<file path="src/rtl/dmem_sp.sv">
// dmem_sp: single-port byte-lane data memory with registered read and init fill sequencer
module dmem_sp #(
   parameter int DW = 16,
   parameter int AW = 8,
   parameter logic [DW-1:0] INIT_VAL = '0
) (
   input  logic          clk,
   input  logic          rst,
   input  logic          clr,
   input  logic          req,
   input  logic          we,
   input  logic [DW/8-1:0] be,
   input  logic [AW-1:0] addr,
   input  logic [DW-1:0] wdata,
   output logic [DW-1:0] rdata,
   output logic          rvalid,
   output logic          init_done,
   output logic          stall
);
   localparam int DEPTH = 2**AW;

   if (DW % 8 != 0) begin : g_dw_check
      $error("dmem_sp: DW must be a multiple of 8");
   end

   typedef enum logic {INIT, RUN} state_t;
   state_t        state;
   logic [AW-1:0] icnt;
   logic [DW-1:0] rd_word;
   logic          fill, run_rd, run_wr;

   // clr wins over any request in the same cycle; nothing is accepted while filling
   assign fill      = rst && state == INIT;
   assign run_rd    = state == RUN && req && !we && !clr;
   assign run_wr    = state == RUN && req && we && !clr;
   assign init_done = state == RUN;
   assign stall     = ~init_done;

   // one narrow array per byte lane so each lane maps to its own write-enabled RAM column
   for (genvar g = 0; g < DW/8; g++) begin : g_lane
      logic [7:0] mem [DEPTH];
      // lane write: init fill of the whole word, or this lane of a run write
      always_ff @(posedge clk)
         if (fill) mem[icnt] <= INIT_VAL[8*g +: 8];
         else if (run_wr && be[g]) mem[addr] <= wdata[8*g +: 8];
      assign rd_word[8*g +: 8] = mem[addr];
   end

   // control: fill sequencing, registered read data and its valid pulse
   always_ff @(posedge clk or negedge rst)
      if (!rst) begin
         state  <= INIT;
         icnt   <= '0;
         rdata  <= '0;
         rvalid <= 1'b0;
      end else begin
         rvalid <= run_rd;
         if (run_rd) rdata <= rd_word;
         if (clr) begin
            state <= INIT;
            icnt  <= '0;
         end else if (state == INIT) begin
            icnt <= icnt + AW'(1);
            if (icnt == AW'(DEPTH-1)) state <= RUN;
         end
      end
endmodule

</file>
<file path="config.mk">
export PLATFORM = sky130hd
export DESIGN_NAME = dmem_sp
export DESIGN_NICKNAME = d
export VERILOG_FILES = /design/src/rtl/dmem_sp.sv
export SDC_FILE = /design/constraint.sdc
export NUM_CORES = 2
export LEC_CHECK = 0
export CORE_MARGIN = 2
export CORE_UTILIZATION = 68
export DETAILED_ROUTE_END_ITERATION = 6
export MAX_ROUTING_LAYER = met4
export PLACE_DENSITY_LB_ADDON = 0.08
export SKIP_CTS_REPAIR_TIMING = 1
export SYNTH_ARGS = -nofsm -noshare
export SYNTH_HDL_FRONTEND = slang
export SYNTH_SLANG_ARGS = --single-unit
</file>
<file path="constraint.sdc">
create_clock -name clk -period 12.92 [get_ports clk]
set_input_delay 1.938 -clock clk [delete_from_list [all_inputs] [get_ports clk]]
set_output_delay 1.938 -clock clk [all_outputs]
set_load 0.02 [all_outputs]
</file>
==> impl_metrics.json <==
{
  "synth_area_leader_cell": "edfxtp_1",
  "gp_congestion": 0.914,
  "yosys_register_bits": 4122,
  "synth_edf_count": 4096,
  "fmax_ghz": 0.157,
  "hold_viol": 0,
  "ys_warn_count": 0,
  "layout.cells.non_filler": 11200,
  "cts_max_path_buffers": 4,
  "power_uw": 26800,
  "gr-total-overflow": 0,
  "relSlewSlack_pct": 9.67,
  "drt-pass1-iter-count": 6,
  "seqCellArea_sq_mm": 0.124,
  "die_w_um": 489,
  "grt_first_pass_wirelength_mm": 580,
  "insertion_delay_ps": 990,
  "status": "completed",
  "ant_nets": 0,
  "clkTransAtPathRegs_ps": 60,
  "fin_crit_sh_pct": 49.3,
  "worstPathRequired_ps": 13510,
  "ioPinCount": 50,
  "path_cells": "clkdlybuf4s50_1, and3b_1, nand3_1, buf_4, o21ai_0, nand3_2, nor2_1",
  "worst_path_largest_cell_delay_ps": 1080,
  "postSynth.asyncResetShare_pct": 0.631,
  "skew_ps": 40.1,
  "synth_area_leaders": "edfxtp_1 77%, mux4_2 13%, mux2i_1 2.2%",
  "layout-drive-gt1-share_pct": 22.1,
  "htree_levels": 5,
  "clock_sinks": 4122,
  "synth_flop_cell": "edfxtp_1",
  "dp_cells": 10500,
  "groute.usage.overall_pct": 35.7,
  "pre_cts_slack_ps": 5720,
  "dieHeight_um": 489,
  "cts_root_buf": "clkbuf_16",
  "cts_tree": "done",
  "yosysTopAreaCellShare_pct": 76.8,
  "regToRegSetupSlack_ps": 7860,
  "drt_iter0_markers": 12400,
  "ys_types": 53,
  "path_class": "in2reg",
  "antenna_found_initial": 15,
  "vias_per_cell": 7.23,
  "synth_cells": 7557,
  "numCtsBuffers": 405,
  "grt_pass1_vias": 78700,
  "fin_setup_tns_ps": 0,
  "ys_seq_area_share_pct": 77.2,
  "synth.avg_cell_area_sq_um": 21.2,
  "layout_setup_ws_ps": 6540,
  "num-fill-cells": 12700,
  "nets": 7739,
  "worstPathMaxFanout": 31,
  "timing.final.max_slew_violations": 0,
  "dieArea_sq_mm": 0.239,
  "p_leak_uw": 0.0647,
  "row_count": 178,
  "multiInputGateArea_sq_mm": 0.0340,
  "hold_class": "reg2reg",
  "crit_arrival_ps": 6970,
  "vdd.ir_drop.worst_mv": 0.184,
  "critPathCaptureType": "flop",
  "drc_errors": 0,
  "core_area_sq_mm": 0.235,
  "wl_per_cell_um": 36.5,
  "worst_pin_slew_ps": 1350,
  "fin_crit_ps": 6380,
  "hpwl_mm": 241,
  "netlist_area_sq_mm": 0.160,
  "placed_cell_area_sq_mm": 0.164,
  "vias": 80900,
  "fin_area_sq_mm": 0.176,
  "rsz0062_at_grt": "false",
  "io_buffer_count": 49,
  "synthesis.nets": 7589,
  "power_density_mw_per_mm2": 152,
  "grt_max_degree": 105,
  "routed_wl_mm": 408,
  "initial_core_util_pct": 68.2,
  "maxCapViolations": 0,
  "min_path_cells": 2,
  "setup_viol": 0,
  "syn2layout_area_growth_pct": 10.2,
  "r2r_cells": 6,
  "worstSetupStartpointType": "input port",
  "cp_slowest_cell": "nand3_2"
}
## path summary, 6_finish.rpt
kind	start	to
setup / recovery	clr	g_lane[0].mem[27][7]
hold / removal	rdata[6]	rdata[6]
setup reg to reg	init_done	g_lane[0].mem[27][7]
hold reg to reg	rdata[6]	rdata[6]
max in group asynchronous	rst	rdata[0]
min in group asynchronous	rst	rdata[10]
## cell usage in the layout (no fill, tap or decap), types with 17 or more instances in the layout
cell	netlist	final
edfxtp_1	4096	4096
mux4_2	904	904
nor2_1	564	558
clkbuf_16	0	415
mux2i_1	345	345
a22oi_1	235	235
buf_4	56	166
nand2_1	109	109
a21oi_1	86	86
nor3_1	90	84
clkinv_1	0	79
clkinv_2	0	78
o221ai_1	67	67
clkbuf_1	231	67
o22ai_1	49	49
nand4_1	46	46
a211oi_1	46	46
nand3_1	57	43
bufinv_16	0	43
clkdlybuf4s50_1	0	42
mux2_2	40	40
o21ai_0	43	39
o211ai_1	26	26
dfrtp_1	26	26
clkinvlp_4	0	23
and3_1	21	21
mux4_1	20	20
nor2b_1	23	19
diode_2	0	18
and2_4	0	17
nor4_1	17	17
## per-layer routing
layer	GRT usage (%)	up-vias	share of wire, %
li1	-	31900	-
met2	50.5	5678	46
met5	-	-	0
met1	51.6	42400	37
met3	9.14	848	13
met4	13.0	0	4.3
## registers in the layout, summed over array words and instances (netlist names)
signal and count:
g_lane.mem 4096, rdata 16, icnt 8, init_done 1
rvalid 1
## power by group
group | internal (uW) | switching, uW | total (uW)
Sequential | 14500 | 13.5 | 14500
Clock | 6720 | 4890 | 11600
Combinational | 234 | 485 | 719
Total | 21400 | 5390 | 26800
## critical path: cells and delay by family
family	cells	cell delay (ps)
simple gates	4	3010
buf+inv	2	1200
compound gates	1	770
## metrics by stage
| stage | hold WS, ps | utilization [%] |
|---|---|---|
| 2_1_floorplan | 590 | - |
| 3_3_place_gp | 580 | 69.7 |
| 3_5_place_dp | 597 | 69.7 |
| 4_1_cts | 599 | 75.2 |
| 5_1_grt | 598 | 75.2 |
| 6_report | 615 | 75.2 |
## logic make-up after synthesis
logic type | after synthesis | share of synthesized area (%)
xor+xnor | 7 | 0.0383
simple gates | 1006 | 2.78
fa+ha+maj | 1 | 0.00781
compound gates | 629 | 2.78
mux | 1309 | 15.5
flops | 4122 | 77.2
buf+inv | 483 | 1.70
## final cells by class
type                       instances  area share, %
antenna                           18         0.0255
clock buffer                     486           6.06
clock inverter                   230           1.25
inverter                           5         0.0106
multi-input combinational       2952           19.3
sequential                      4122           70.1
tap                             3150           2.23
timing repair buffer             221           1.07
## synth_stat cells (23+ instances only)
library cell  number
a22oi_1          235
nor3_1            90
buf_6             46
nor2_1           564
mux2i_1          345
o22ai_1           49
clkbuf_1         231
buf_1             24
nand3_1           57
o221ai_1          67
nand4_1           46
dfrtp_1           26
o21ai_0           43
mux2_2            40
nor2b_1           23
a21oi_1           86
buf_4             56
nand2_1          109
o211ai_1          26
buf_2            102
mux4_2           904
edfxtp_1        4096
a211oi_1          46
No activity file was read; power rests on OpenSTA's default activity.
